**src/rtl/cam_mon_pkg.sv**
```systemverilog
// Shared types for the CAM transaction monitor: record kinds and the packed record layout.
package cam_mon_pkg;

  localparam int KEY_W_DEF = 16;
  localparam int VAL_W_DEF = 16;
  localparam int TS_W_DEF  = 32;

  typedef enum logic [1:0] {
    TR_RESET = 2'd0,
    TR_READ  = 2'd1,
    TR_WRITE = 2'd2
  } tr_type_e;

  // Default-width record; the top rebuilds the same layout from its own parameters.
  typedef struct packed {
    tr_type_e               tr_type;
    logic [TS_W_DEF-1:0]    ltime;
    logic [KEY_W_DEF-1:0]   key;
    logic [VAL_W_DEF-1:0]   wdata;
    logic [VAL_W_DEF-1:0]   rdata;
    logic                   hit;
  } mon_rec_t;

endpackage

```
**src/rtl/cam_tr_monitor_if.sv**
```systemverilog
// Bundle of the observed CAM bus and the record stream toward the scoreboard.
interface cam_tr_monitor_if #(
  parameter int KEY_W = 16,
  parameter int VAL_W = 16,
  parameter int TS_W  = 32,
  parameter int DEPTH = 8
) ();
  import cam_mon_pkg::*;

  logic                       cam_rst_i;
  logic                       cam_valid_i;
  logic                       cam_rw_n_i;
  logic [KEY_W-1:0]           cam_key_i;
  logic [VAL_W-1:0]           cam_val_i;
  logic [VAL_W-1:0]           cam_val_o;
  logic                       cam_valid_o;

  logic                       tr_valid_o;
  logic                       tr_ready_i;
  tr_type_e                   tr_type_o;
  logic [TS_W-1:0]            tr_ltime_o;
  logic [KEY_W-1:0]           tr_key_o;
  logic [VAL_W-1:0]           tr_wdata_o;
  logic [VAL_W-1:0]           tr_rdata_o;
  logic                       tr_hit_o;
  logic                       overflow_o;
  logic [$clog2(DEPTH+1)-1:0] count_o;

  modport master (
    output cam_rst_i, cam_valid_i, cam_rw_n_i, cam_key_i, cam_val_i, cam_val_o, cam_valid_o,
    output tr_ready_i,
    input  tr_valid_o, tr_type_o, tr_ltime_o, tr_key_o, tr_wdata_o, tr_rdata_o, tr_hit_o,
    input  overflow_o, count_o
  );

  modport slave (
    input  cam_rst_i, cam_valid_i, cam_rw_n_i, cam_key_i, cam_val_i, cam_val_o, cam_valid_o,
    input  tr_ready_i,
    output tr_valid_o, tr_type_o, tr_ltime_o, tr_key_o, tr_wdata_o, tr_rdata_o, tr_hit_o,
    output overflow_o, count_o
  );

endinterface

```
**src/rtl/cam_mon_fifo.sv**
```systemverilog
// Synchronous record FIFO: push/full on the write side, valid/ready on the read side.
module cam_mon_fifo
  import cam_mon_pkg::*;
#(
  parameter type rec_t = mon_rec_t,
  parameter int  DEPTH = 8
) (
  input  logic                       clk,
  input  logic                       rst_n,
  input  logic                       push,
  input  rec_t                       push_data,
  output logic                       full,
  output logic                       rd_valid,
  input  logic                       rd_ready,
  output rec_t                       rd_data,
  output logic [$clog2(DEPTH+1)-1:0] count
);

  localparam int PTR_W = $clog2(DEPTH);
  localparam int CNT_W = $clog2(DEPTH+1);

  rec_t             mem [DEPTH];
  logic [PTR_W-1:0] wr_ptr;
  logic [PTR_W-1:0] rd_ptr;
  logic [CNT_W-1:0] cnt;
  logic             pop;
  logic             wr_en;

  // A full FIFO still takes a push when the head leaves in the same cycle.
  assign pop      = rd_valid & rd_ready;
  assign wr_en    = push & (~full | pop);
  assign full     = (cnt == CNT_W'(DEPTH));
  assign rd_valid = (cnt != '0);
  assign rd_data  = rd_valid ? mem[rd_ptr] : '0;
  assign count    = cnt;

  always_ff @(posedge clk or negedge rst_n) begin
    if (!rst_n) begin
      wr_ptr <= '0;
      rd_ptr <= '0;
      cnt    <= '0;
    end else begin
      if (wr_en) wr_ptr <= wr_ptr + PTR_W'(1);
      if (pop)   rd_ptr <= rd_ptr + PTR_W'(1);
      case ({wr_en, pop})
        2'b10:   cnt <= cnt + CNT_W'(1);
        2'b01:   cnt <= cnt - CNT_W'(1);
        default: cnt <= cnt;
      endcase
    end
  end

  always_ff @(posedge clk) begin
    if (wr_en) mem[wr_ptr] <= push_data;
  end

endmodule

```
**src/rtl/cam_tr_monitor.sv**
```systemverilog
// Time-stamps CAM requests/resets, delays them to the DUT read latency so read data can be
// attached in order, and queues one record per event for the scoreboard.
module cam_tr_monitor
  import cam_mon_pkg::*;
#(
  parameter int KEY_W  = 16,
  parameter int VAL_W  = 16,
  parameter int TS_W   = 32,
  parameter int RD_LAT = 1,
  parameter int DEPTH  = 8
) (
  input  logic            clk,
  input  logic            rst_n,
  cam_tr_monitor_if.slave bus
);

  typedef struct packed {
    tr_type_e         tr_type;
    logic [TS_W-1:0]  ltime;
    logic [KEY_W-1:0] key;
    logic [VAL_W-1:0] wdata;
    logic [VAL_W-1:0] rdata;
    logic             hit;
  } rec_t;

  typedef struct packed {
    logic             valid;
    tr_type_e         tr_type;
    logic [TS_W-1:0]  ltime;
    logic [KEY_W-1:0] key;
    logic [VAL_W-1:0] wdata;
  } stage_t;

  logic [TS_W-1:0] ts;
  logic            cam_rst_q;
  logic            rst_event;
  logic            rd_event;
  logic            wr_event;
  stage_t          new_entry;
  stage_t          pipe [RD_LAT];
  stage_t          pipe_out;
  rec_t            push_rec;
  logic            push;
  logic            fifo_full;
  logic            fifo_valid;
  rec_t            head;
  logic            overflow;

  always_ff @(posedge clk or negedge rst_n) begin
    if (!rst_n) begin
      ts        <= '0;
      cam_rst_q <= 1'b0;
    end else begin
      ts        <= ts + TS_W'(1);
      cam_rst_q <= bus.cam_rst_i;
    end
  end

  // Only the rising edge of the DUT reset is an event; requests are ignored while it is held.
  always_comb begin
    rst_event = bus.cam_rst_i & ~cam_rst_q;
    rd_event  = bus.cam_valid_i & bus.cam_rw_n_i & ~bus.cam_rst_i;
    wr_event  = bus.cam_valid_i & ~bus.cam_rw_n_i & ~bus.cam_rst_i;
    new_entry       = '0;
    new_entry.ltime = ts;
    if (rst_event) begin
      new_entry.valid   = 1'b1;
      new_entry.tr_type = TR_RESET;
    end else if (rd_event) begin
      new_entry.valid   = 1'b1;
      new_entry.tr_type = TR_READ;
      new_entry.key     = bus.cam_key_i;
    end else if (wr_event) begin
      new_entry.valid   = 1'b1;
      new_entry.tr_type = TR_WRITE;
      new_entry.key     = bus.cam_key_i;
      new_entry.wdata   = bus.cam_val_i;
    end
  end

  // A reset event kills everything already in flight but itself enters stage 0.
  always_ff @(posedge clk or negedge rst_n) begin
    if (!rst_n) begin
      for (int i = 0; i < RD_LAT; i++) pipe[i] <= '0;
    end else begin
      pipe[0] <= new_entry;
      for (int i = 1; i < RD_LAT; i++) begin
        pipe[i]       <= pipe[i-1];
        pipe[i].valid <= pipe[i-1].valid & ~rst_event;
      end
    end
  end

  assign pipe_out = pipe[RD_LAT-1];
  assign push     = pipe_out.valid & ~rst_event;

  always_comb begin
    push_rec         = '0;
    push_rec.tr_type = pipe_out.tr_type;
    push_rec.ltime   = pipe_out.ltime;
    push_rec.key     = pipe_out.key;
    push_rec.wdata   = pipe_out.wdata;
    if (pipe_out.tr_type == TR_READ) begin
      push_rec.rdata = bus.cam_val_o;
      push_rec.hit   = bus.cam_valid_o;
    end
  end

  cam_mon_fifo #(
    .rec_t (rec_t),
    .DEPTH (DEPTH)
  ) u_fifo (
    .clk       (clk),
    .rst_n     (rst_n),
    .push      (push),
    .push_data (push_rec),
    .full      (fifo_full),
    .rd_valid  (fifo_valid),
    .rd_ready  (bus.tr_ready_i),
    .rd_data   (head),
    .count     (bus.count_o)
  );

  always_ff @(posedge clk or negedge rst_n) begin
    if (!rst_n) begin
      overflow <= 1'b0;
    end else if (push & fifo_full & ~(fifo_valid & bus.tr_ready_i)) begin
      overflow <= 1'b1;
    end
  end

  assign bus.tr_valid_o = fifo_valid;
  assign bus.tr_type_o  = head.tr_type;
  assign bus.tr_ltime_o = head.ltime;
  assign bus.tr_key_o   = head.key;
  assign bus.tr_wdata_o = head.wdata;
  assign bus.tr_rdata_o = head.rdata;
  assign bus.tr_hit_o   = head.hit;
  assign bus.overflow_o = overflow;

endmodule

```
**src/flat_wrapper.sv**
```systemverilog
// flat-port wrapper written by rule: the top's interface ports become plain ports
module cam_tr_monitor_flat import cam_mon_pkg::*;
#(
  parameter int KEY_W  = 16,
  parameter int VAL_W  = 16,
  parameter int TS_W   = 32,
  parameter int RD_LAT = 1,
  parameter int DEPTH  = 8
)
  (clk, rst_n, bus_cam_rst_i, bus_cam_valid_i, bus_cam_rw_n_i, bus_cam_key_i, bus_cam_val_i, bus_cam_val_o, bus_cam_valid_o, bus_tr_ready_i, bus_tr_valid_o, bus_tr_type_o, bus_tr_ltime_o, bus_tr_key_o, bus_tr_wdata_o, bus_tr_rdata_o, bus_tr_hit_o, bus_overflow_o, bus_count_o);
  cam_tr_monitor_if #(.KEY_W(KEY_W), .VAL_W(VAL_W), .TS_W(TS_W), .DEPTH(DEPTH)) bus_i ();
  input  logic clk;
  input  logic rst_n;
  input wire logic [$bits(bus_i.cam_rst_i)-1:0] bus_cam_rst_i;
  input wire logic [$bits(bus_i.cam_valid_i)-1:0] bus_cam_valid_i;
  input wire logic [$bits(bus_i.cam_rw_n_i)-1:0] bus_cam_rw_n_i;
  input wire logic [$bits(bus_i.cam_key_i)-1:0] bus_cam_key_i;
  input wire logic [$bits(bus_i.cam_val_i)-1:0] bus_cam_val_i;
  input wire logic [$bits(bus_i.cam_val_o)-1:0] bus_cam_val_o;
  input wire logic [$bits(bus_i.cam_valid_o)-1:0] bus_cam_valid_o;
  input wire logic [$bits(bus_i.tr_ready_i)-1:0] bus_tr_ready_i;
  output wire logic [$bits(bus_i.tr_valid_o)-1:0] bus_tr_valid_o;
  output wire logic [$bits(bus_i.tr_type_o)-1:0] bus_tr_type_o;
  output wire logic [$bits(bus_i.tr_ltime_o)-1:0] bus_tr_ltime_o;
  output wire logic [$bits(bus_i.tr_key_o)-1:0] bus_tr_key_o;
  output wire logic [$bits(bus_i.tr_wdata_o)-1:0] bus_tr_wdata_o;
  output wire logic [$bits(bus_i.tr_rdata_o)-1:0] bus_tr_rdata_o;
  output wire logic [$bits(bus_i.tr_hit_o)-1:0] bus_tr_hit_o;
  output wire logic [$bits(bus_i.overflow_o)-1:0] bus_overflow_o;
  output wire logic [$bits(bus_i.count_o)-1:0] bus_count_o;
  assign bus_i.cam_rst_i = bus_cam_rst_i;
  assign bus_i.cam_valid_i = bus_cam_valid_i;
  assign bus_i.cam_rw_n_i = bus_cam_rw_n_i;
  assign bus_i.cam_key_i = bus_cam_key_i;
  assign bus_i.cam_val_i = bus_cam_val_i;
  assign bus_i.cam_val_o = bus_cam_val_o;
  assign bus_i.cam_valid_o = bus_cam_valid_o;
  assign bus_i.tr_ready_i = bus_tr_ready_i;
  assign bus_tr_valid_o = bus_i.tr_valid_o;
  assign bus_tr_type_o = bus_i.tr_type_o;
  assign bus_tr_ltime_o = bus_i.tr_ltime_o;
  assign bus_tr_key_o = bus_i.tr_key_o;
  assign bus_tr_wdata_o = bus_i.tr_wdata_o;
  assign bus_tr_rdata_o = bus_i.tr_rdata_o;
  assign bus_tr_hit_o = bus_i.tr_hit_o;
  assign bus_overflow_o = bus_i.overflow_o;
  assign bus_count_o = bus_i.count_o;
  cam_tr_monitor #(.KEY_W(KEY_W), .VAL_W(VAL_W), .TS_W(TS_W), .RD_LAT(RD_LAT), .DEPTH(DEPTH)) u_core (.clk(clk), .rst_n(rst_n), .bus(bus_i));
endmodule
```
**config.mk**
```make
export PLATFORM = sky130hd
export DESIGN_NAME = cam_tr_monitor_flat
export DESIGN_NICKNAME = d
export VERILOG_FILES = /design/src/rtl/cam_mon_pkg.sv /design/src/rtl/cam_tr_monitor_if.sv /design/src/rtl/cam_mon_fifo.sv /design/src/rtl/cam_tr_monitor.sv /design/src/flat_wrapper.sv
export SDC_FILE = /design/constraint.sdc
export NUM_CORES = 1
export LEC_CHECK = 0
export BUFFER_PORTS_ARGS = -buffer_cell sky130_fd_sc_hd__buf_2
export CAP_MARGIN = 20
export CORE_ASPECT_RATIO = 1.25
export CORE_UTILIZATION = 55
export DETAILED_ROUTE_END_ITERATION = 7
export PLACE_DENSITY = 0.76
export SYNTH_ARGS = -nofsm -noshare
export SYNTH_HDL_FRONTEND = slang
export SYNTH_SLANG_ARGS = --single-unit
```
**constraint.sdc**
```tcl
create_clock -name clk -period 8.98 [get_ports clk]
set_clock_uncertainty 0.1 [all_clocks]
set_input_delay 0.898 -clock clk [delete_from_list [all_inputs] [get_ports clk]]
set_output_delay 0.898 -clock clk [all_outputs]
set_load 0.05 [all_outputs]
```
# ---- After elaboration in Yosys (flattened, before gate mapping)
# Memories as Yosys holds them, arrays and structs flattened.
# Cells that the tools add are included.
dict set report totals {
  ff_bits 111
  latchBits 0
  ram_bits 664
  romBits 0
  input_bits 55
  output_inout_bits 89
  elab_cells 52
  n_memories 1
}
dict set report classes {
  add_sub_neg 5
  multipliers 0
  div 0
  n_lt_le_gt_ge 0
  n_eq_ne 4
  n_shift 0
  n_mux 12
  n_bitwise 17
  n_reduce_logical 2
}
# memory depth word_bits read_ports rd_clocked_by_memory_dff write_ports line
set memory_table {}
lappend memory_table {u_core.u_fifo.mem 8 83 1 0 1 cam_mon_fifo.sv:22} ;# rec_t mem [DEPTH];
# op count
set op_table {}
lappend op_table {{2-to-1 mux 83 bit} 1}
lappend op_table {{2-to-1 mux 32 bit} 2}
lappend op_table {{adder 32 x 1 -> 32 bit, second input constant} 1}
lappend op_table {{2-to-1 mux 16 bit} 2}
lappend op_table {{2-to-1 mux 17 bit} 1}
lappend op_table {{AND 1 bit} 10}
lappend op_table {{2-to-1 mux 3 bit} 3}
lappend op_table {{case mux 4 bit (2 select lines)} 1}
lappend op_table {{adder 3 x 1 -> 3 bit, second input constant} 2}
lappend op_table {{NOT 1 bit} 6}
lappend op_table {{adder 4 x 1 -> 4 bit, second input constant} 1}
lappend op_table {{equality test 2 x 1 -> 1 bit, second input constant} 2}
lappend op_table {{equality test 4 bit, second input constant} 1}
lappend op_table {{nonzero test 4 bit} 1}
lappend op_table {{subtractor 4 x 1 -> 4 bit, second input constant} 1}
lappend op_table {{equality test 2 bit, second input constant} 1}
lappend op_table {{2-to-1 mux 1 bit} 2}
lappend op_table {{nonzero test 2 bit} 1}
lappend op_table {{OR 1 bit} 1}

# ---- Logic depth before layout (Yosys ltp)
dict set report depth {
  ltp_word 7
  mapped_depth 8
  depth_no_buf 7
}

# ---- Cells and area by module
# From an unflattened synthesis, not the netlist that was laid out.
dict set report hier_totals {
  hier_cells 1387
  hier_area_um2 29470.8
}
# module n_inst cells_each area_each_um2 seq_area_each_um2
set modules_own_cells {}
lappend modules_own_cells {cam_mon_fifo 1 1133 25917.4 20189.4}
lappend modules_own_cells {cam_tr_monitor 1 254 3553.4 2527.4}

# ---- Least setup slack after synthesis
# No wires, ideal clock.
dict set report synth_path {
  path_type {input to register}
  start {input port bus_cam_rst_i}
  end {memory u_core.u_fifo.mem[0][0] in the netlist's numbering, enable pin}
  t_arrival_ps 9238
  slack_ps -1088
  path_stages 4
  path_buffers 0
  cell_sequence {nand2b_1 > and2_1 > o21ai_0 > nor4_1}
}
dict set report synth_between {
  elab_chain_cells 6
}
# item line
set synth_rtl {}
lappend synth_rtl {{from (decl)} flat_wrapper.sv:14} ;# input wire logic [$bits(bus_i.cam_rst_i)-1:0] bus_cam_rst_i;
lappend synth_rtl {{AND 1 bit} cam_tr_monitor.sv:61} ;# rst_event = bus.cam_rst_i & ~cam_rst_q;
lappend synth_rtl {{NOT 1 bit} cam_tr_monitor.sv:95} ;# assign push = pipe_out.valid & ~rst_event;
lappend synth_rtl {{AND 1 bit} cam_tr_monitor.sv:95}
lappend synth_rtl {{AND 1 bit} cam_mon_fifo.sv:31} ;# assign wr_en = push & (~full | pop);
lappend synth_rtl {{2-to-1 mux 1 bit} cam_mon_fifo.sv:54} ;# if (wr_en) mem[wr_ptr] <= push_data;
lappend synth_rtl {{2-to-1 mux 1 bit (implied by the code)} cam_mon_fifo.sv:54}
lappend synth_rtl {{to (decl)} cam_mon_fifo.sv:22}
# Every way passes these cells.

# ---- Final worst setup path
dict set report layout_path {
  start {register u_core.u_fifo.rd_ptr[0]}
  end {output port bus_tr_ltime_o[30]}
}
dict set report layout_between {
  elab_chain_cells 2
}
# item line
set layout_rtl {}
lappend layout_rtl {{from (decl)} cam_mon_fifo.sv:24} ;# logic [PTR_W-1:0] rd_ptr;
lappend layout_rtl {{from (signal assigned)} cam_mon_fifo.sv:44} ;# if (pop) rd_ptr <= rd_ptr + PTR_W'(1);
lappend layout_rtl {{memory read (8 x 83 bit)} --}
lappend layout_rtl {{2-to-1 mux 83 bit} cam_mon_fifo.sv:34} ;# assign rd_data = rd_valid ? mem[rd_ptr] : '0;
lappend layout_rtl {{to (decl)} flat_wrapper.sv:24} ;# output wire logic [$bits(bus_i.tr_ltime_o)-1:0] bus_tr_ltime_o;
# Every way passes these cells.

==> results.md <==
* R2R depth at 5
* Setup CP Type: flip-flop to primary output
* Placed inst area at 30,700 µm²
* Final setup violation count at 0
* Pin count of the biggest net entering global routing at 125
* Via count at 13,479
* R2r setup slk at 5.40 ns
* Share of layout cells above drive strength 1 at 0.287
* Max stage delay on crit path at 1.06 ns
* CTS tree: done
* Crit. End Element: primary output
* Grt total ovfl at 0
* CP arrival at 3.86 ns
* Area Overhead vs Synth at 13.7%
* Worst slack, placed at 4.59 ns
* Clk slew on worst S/H paths at 0.06 ns
* Worst VDD drop at 0.000244 V
* Filler cells at 3,499
* Dpl cells at 2,145
* Die area at 54,000 µm²
* Post-route clock period utilization at 0.541
* Final Hold Fails at 0
* Post-route ant nets at 0
* H-tree levels at 3
* Syn Nets at 1,430
* HP Class: input pin to asynchronous set/reset pin
* CP max-delay cell: dfrtp_4
* First-pass GRT wire length at 87,300 µm
* Yosys top cell area share at 0.683
* Status: complete, but fails checks
* Cell Pwr Density at 339 nW/µm²
* FP Rows at 94
* Post CTS Setup Buffer Count at 0
* Post-CTS Hold Buffers at 0
* Final worst path period need at 4.86 ns
* Slew Limit Fails at 0
* Pre-antenna DRT Iters at 7
* Syn avg cell area at 21.3 µm²
* Top cells by area, synth: edfxtp_1 68%, mux4_2 13%, dfrtp_1 9.5%, mux2i_1 2.9%, nor2_1 1.2%
* Via-to-Cell Ratio at 5.91
* Final cell count without fillers at 2,281
* Setup TNS at 0 ns
* Chip width at 208 µm
* Skew-Pair Late Insertion Delay at 0.60 ns
* GPL Wtd Cong at 0.711
* RSZ-0062 raised after global routing: no
* Max-Cap Viols at 0
* Initial antenna violation count at 1
* Largest area contributor in the netlist: edfxtp_1
* Starting Density at 0.555
* Cell Chain, Critical Path: buf_12, mux4_2, mux2i_1, nor2_1, buf_2
* Post-layout util at 0.631
* YS warnings at 0
* Number of synthesized flops with an enable pin at 664
* Slew HR at 0.249
* CTS sink count at 775
* DR WL/cell at 25.3 µm
* CORE AREA at 52,600 µm²
* Routed WL at 57,600 µm
* Worst setup margin at 4.12 ns
* Setup crit start kind: flip-flop
* Final nets at 1,607
* GRT Overall Usage at 0.219
* Initial drt markers at 946
* Leakage power at 0.0120 µW
* Final instance area at 33,200 µm²
* Vias in the first global route at 14,503
* Reg area at 22,700 µm²
* Multi-input logic area at 6230 µm²
* Die Ht at 260 µm
* Top-level port count at 144
* Reg2reg end: u_core.u_fifo.mem[3][66]
* Post_cts resized at 0
* Mapped Cells at 1,371
* Failing checks: DRC
* CTS buffer count at 73
* FFs w/ async S/R, synth at 0.143
* FF-to-FF Start: u_core.u_fifo.count[1]
* Worst-path fanout max at 124
* Clock root buffer: clkbuf_16
* FF+latch count, synth at 775
* Netlist Area Pre-Place at 29,200 µm²
* Post-synth cell types at 36
* DP HPWL at 30,400 µm
* Worst-Margin Slew at 1.13 ns
* Port Buffers at 143
* # DRC at 2
* Crit path required time at 7.98 ns
* Fmax at 206 MHz
* Prevailing post-synth register cell: edfxtp_1
* Sequential-to-total area share from yosys stat at 0.778
* CTS Buffer Depth at 3
cell usage in the layout (no fill, tap or decap), drive strengths merged, types with 9 or more instances in the layout:
master,synthesis,layout
inv,10,13
clkinv,0,16
buf,28,166
nand4,10,10
xnor2,17,17
dfrtp,111,111
and2,52,52
clkbuf,36,109
nand3,9,9
nor2,95,95
xor2,20,20
mux4,166,166
nor3,11,11
nand2,12,12
edfxtp,664,664
mux2i,84,84
power by group:
| group | switching [µW] | leakage (µW) | total, µW | internal [µW] |
|---|---|---|---|---|
| clock network | 1260 | 0.00120 | 3100 | 1840 |
| logic | 2440 | 0.00303 | 3660 | 1220 |
| registers | 285 | 0.00778 | 4500 | 4220 |
| total | 3980 | 0.0120 | 11300 | 7280 |
sequential cells by signal (all words and copies together), names as in the netlist:
name	cells
u_core.cam_rst_q	1
u_core.u_fifo.wr_ptr	3
u_core.ts	32
u_core.pipe	67
u_core.u_fifo.count	4
u_core.u_fifo.mem	664
u_core.u_fifo.rd_ptr	3
u_core.bus.overflow_o	1
logic make-up after synthesis:
group / after synthesis / share of synthesized area
AOI/OAI and AO/OA: 10 / 0.00283
xor gates and xnor gates: 37 / 0.0111
adders and majority gates: 4 / 0.00171
buffers and inverters: 74 / 0.0105
DFF: 775 / 0.778
muxes: 253 / 0.158
and+or+nand+nor: 218 / 0.0374
layer usage:
layer / share of wire / track usage / vias up
li1: - / - / 5855
met5: 0 / 0 / -
met2: 0.53 / 0.388 / 353
met4: 0.022 / 0.0765 / 0
met1: 0.41 / 0.280 / 7191
met3: 0.040 / 0.0300 / 80
synth_stat cells (all sizes together) (10+ instances only):
master / count
and2: 52
buf: 28
clkbuf: 36
dfrtp: 111
edfxtp: 664
inv: 10
mux2i: 84
mux4: 166
nand2: 12
nand4: 10
nor2: 95
nor3: 11
xnor2: 17
xor2: 20
worst max-delay path by stage:
stage          slack, ns               startpoint  cells past startpoint                      end
2_1_floorplan       1.17            bus_cam_rst_i                      4  u_core.u_fifo.mem[2][0]
3_3_place_gp        4.58  u_core.u_fifo.rd_ptr[0]                      5       bus_tr_ltime_o[30]
3_5_place_dp        4.59  u_core.u_fifo.rd_ptr[0]                      5       bus_tr_ltime_o[30]
4_1_cts             3.93  u_core.u_fifo.rd_ptr[0]                      5       bus_tr_ltime_o[30]
5_1_grt             3.81  u_core.u_fifo.rd_ptr[0]                      5       bus_tr_ltime_o[30]
6_report            4.12  u_core.u_fifo.rd_ptr[0]                      5       bus_tr_ltime_o[30]
through the flow:
stage | hold WS, ns | total power (µW)
floorplan | 0.273 | 7370
global placement | 0.300 | 8260
detailed placement | 0.312 | 8300
CTS | 0.303 | 11400
global route | 0.335 | 11700
finish | 0.294 | 11300
critical path: cells and delay by family, from the launching register on:
kind / cells / cell delay [ns]
buffers and inverters: 2 / 1.07
DFF: 1 / 1.06
muxes: 2 / 1.03
and+or+nand+nor: 1 / 0.07
final cells by class:
type,count,area share
antenna,2,0.000151
tap,672,0.0253
multi-input combinational,522,0.188
sequential,775,0.685
clock inverter,25,0.00860
timing repair buffer,166,0.0272
clock buffer,109,0.0650
inverter,10,0.00113
Note: power is estimated with default switching activity, not from simulation.
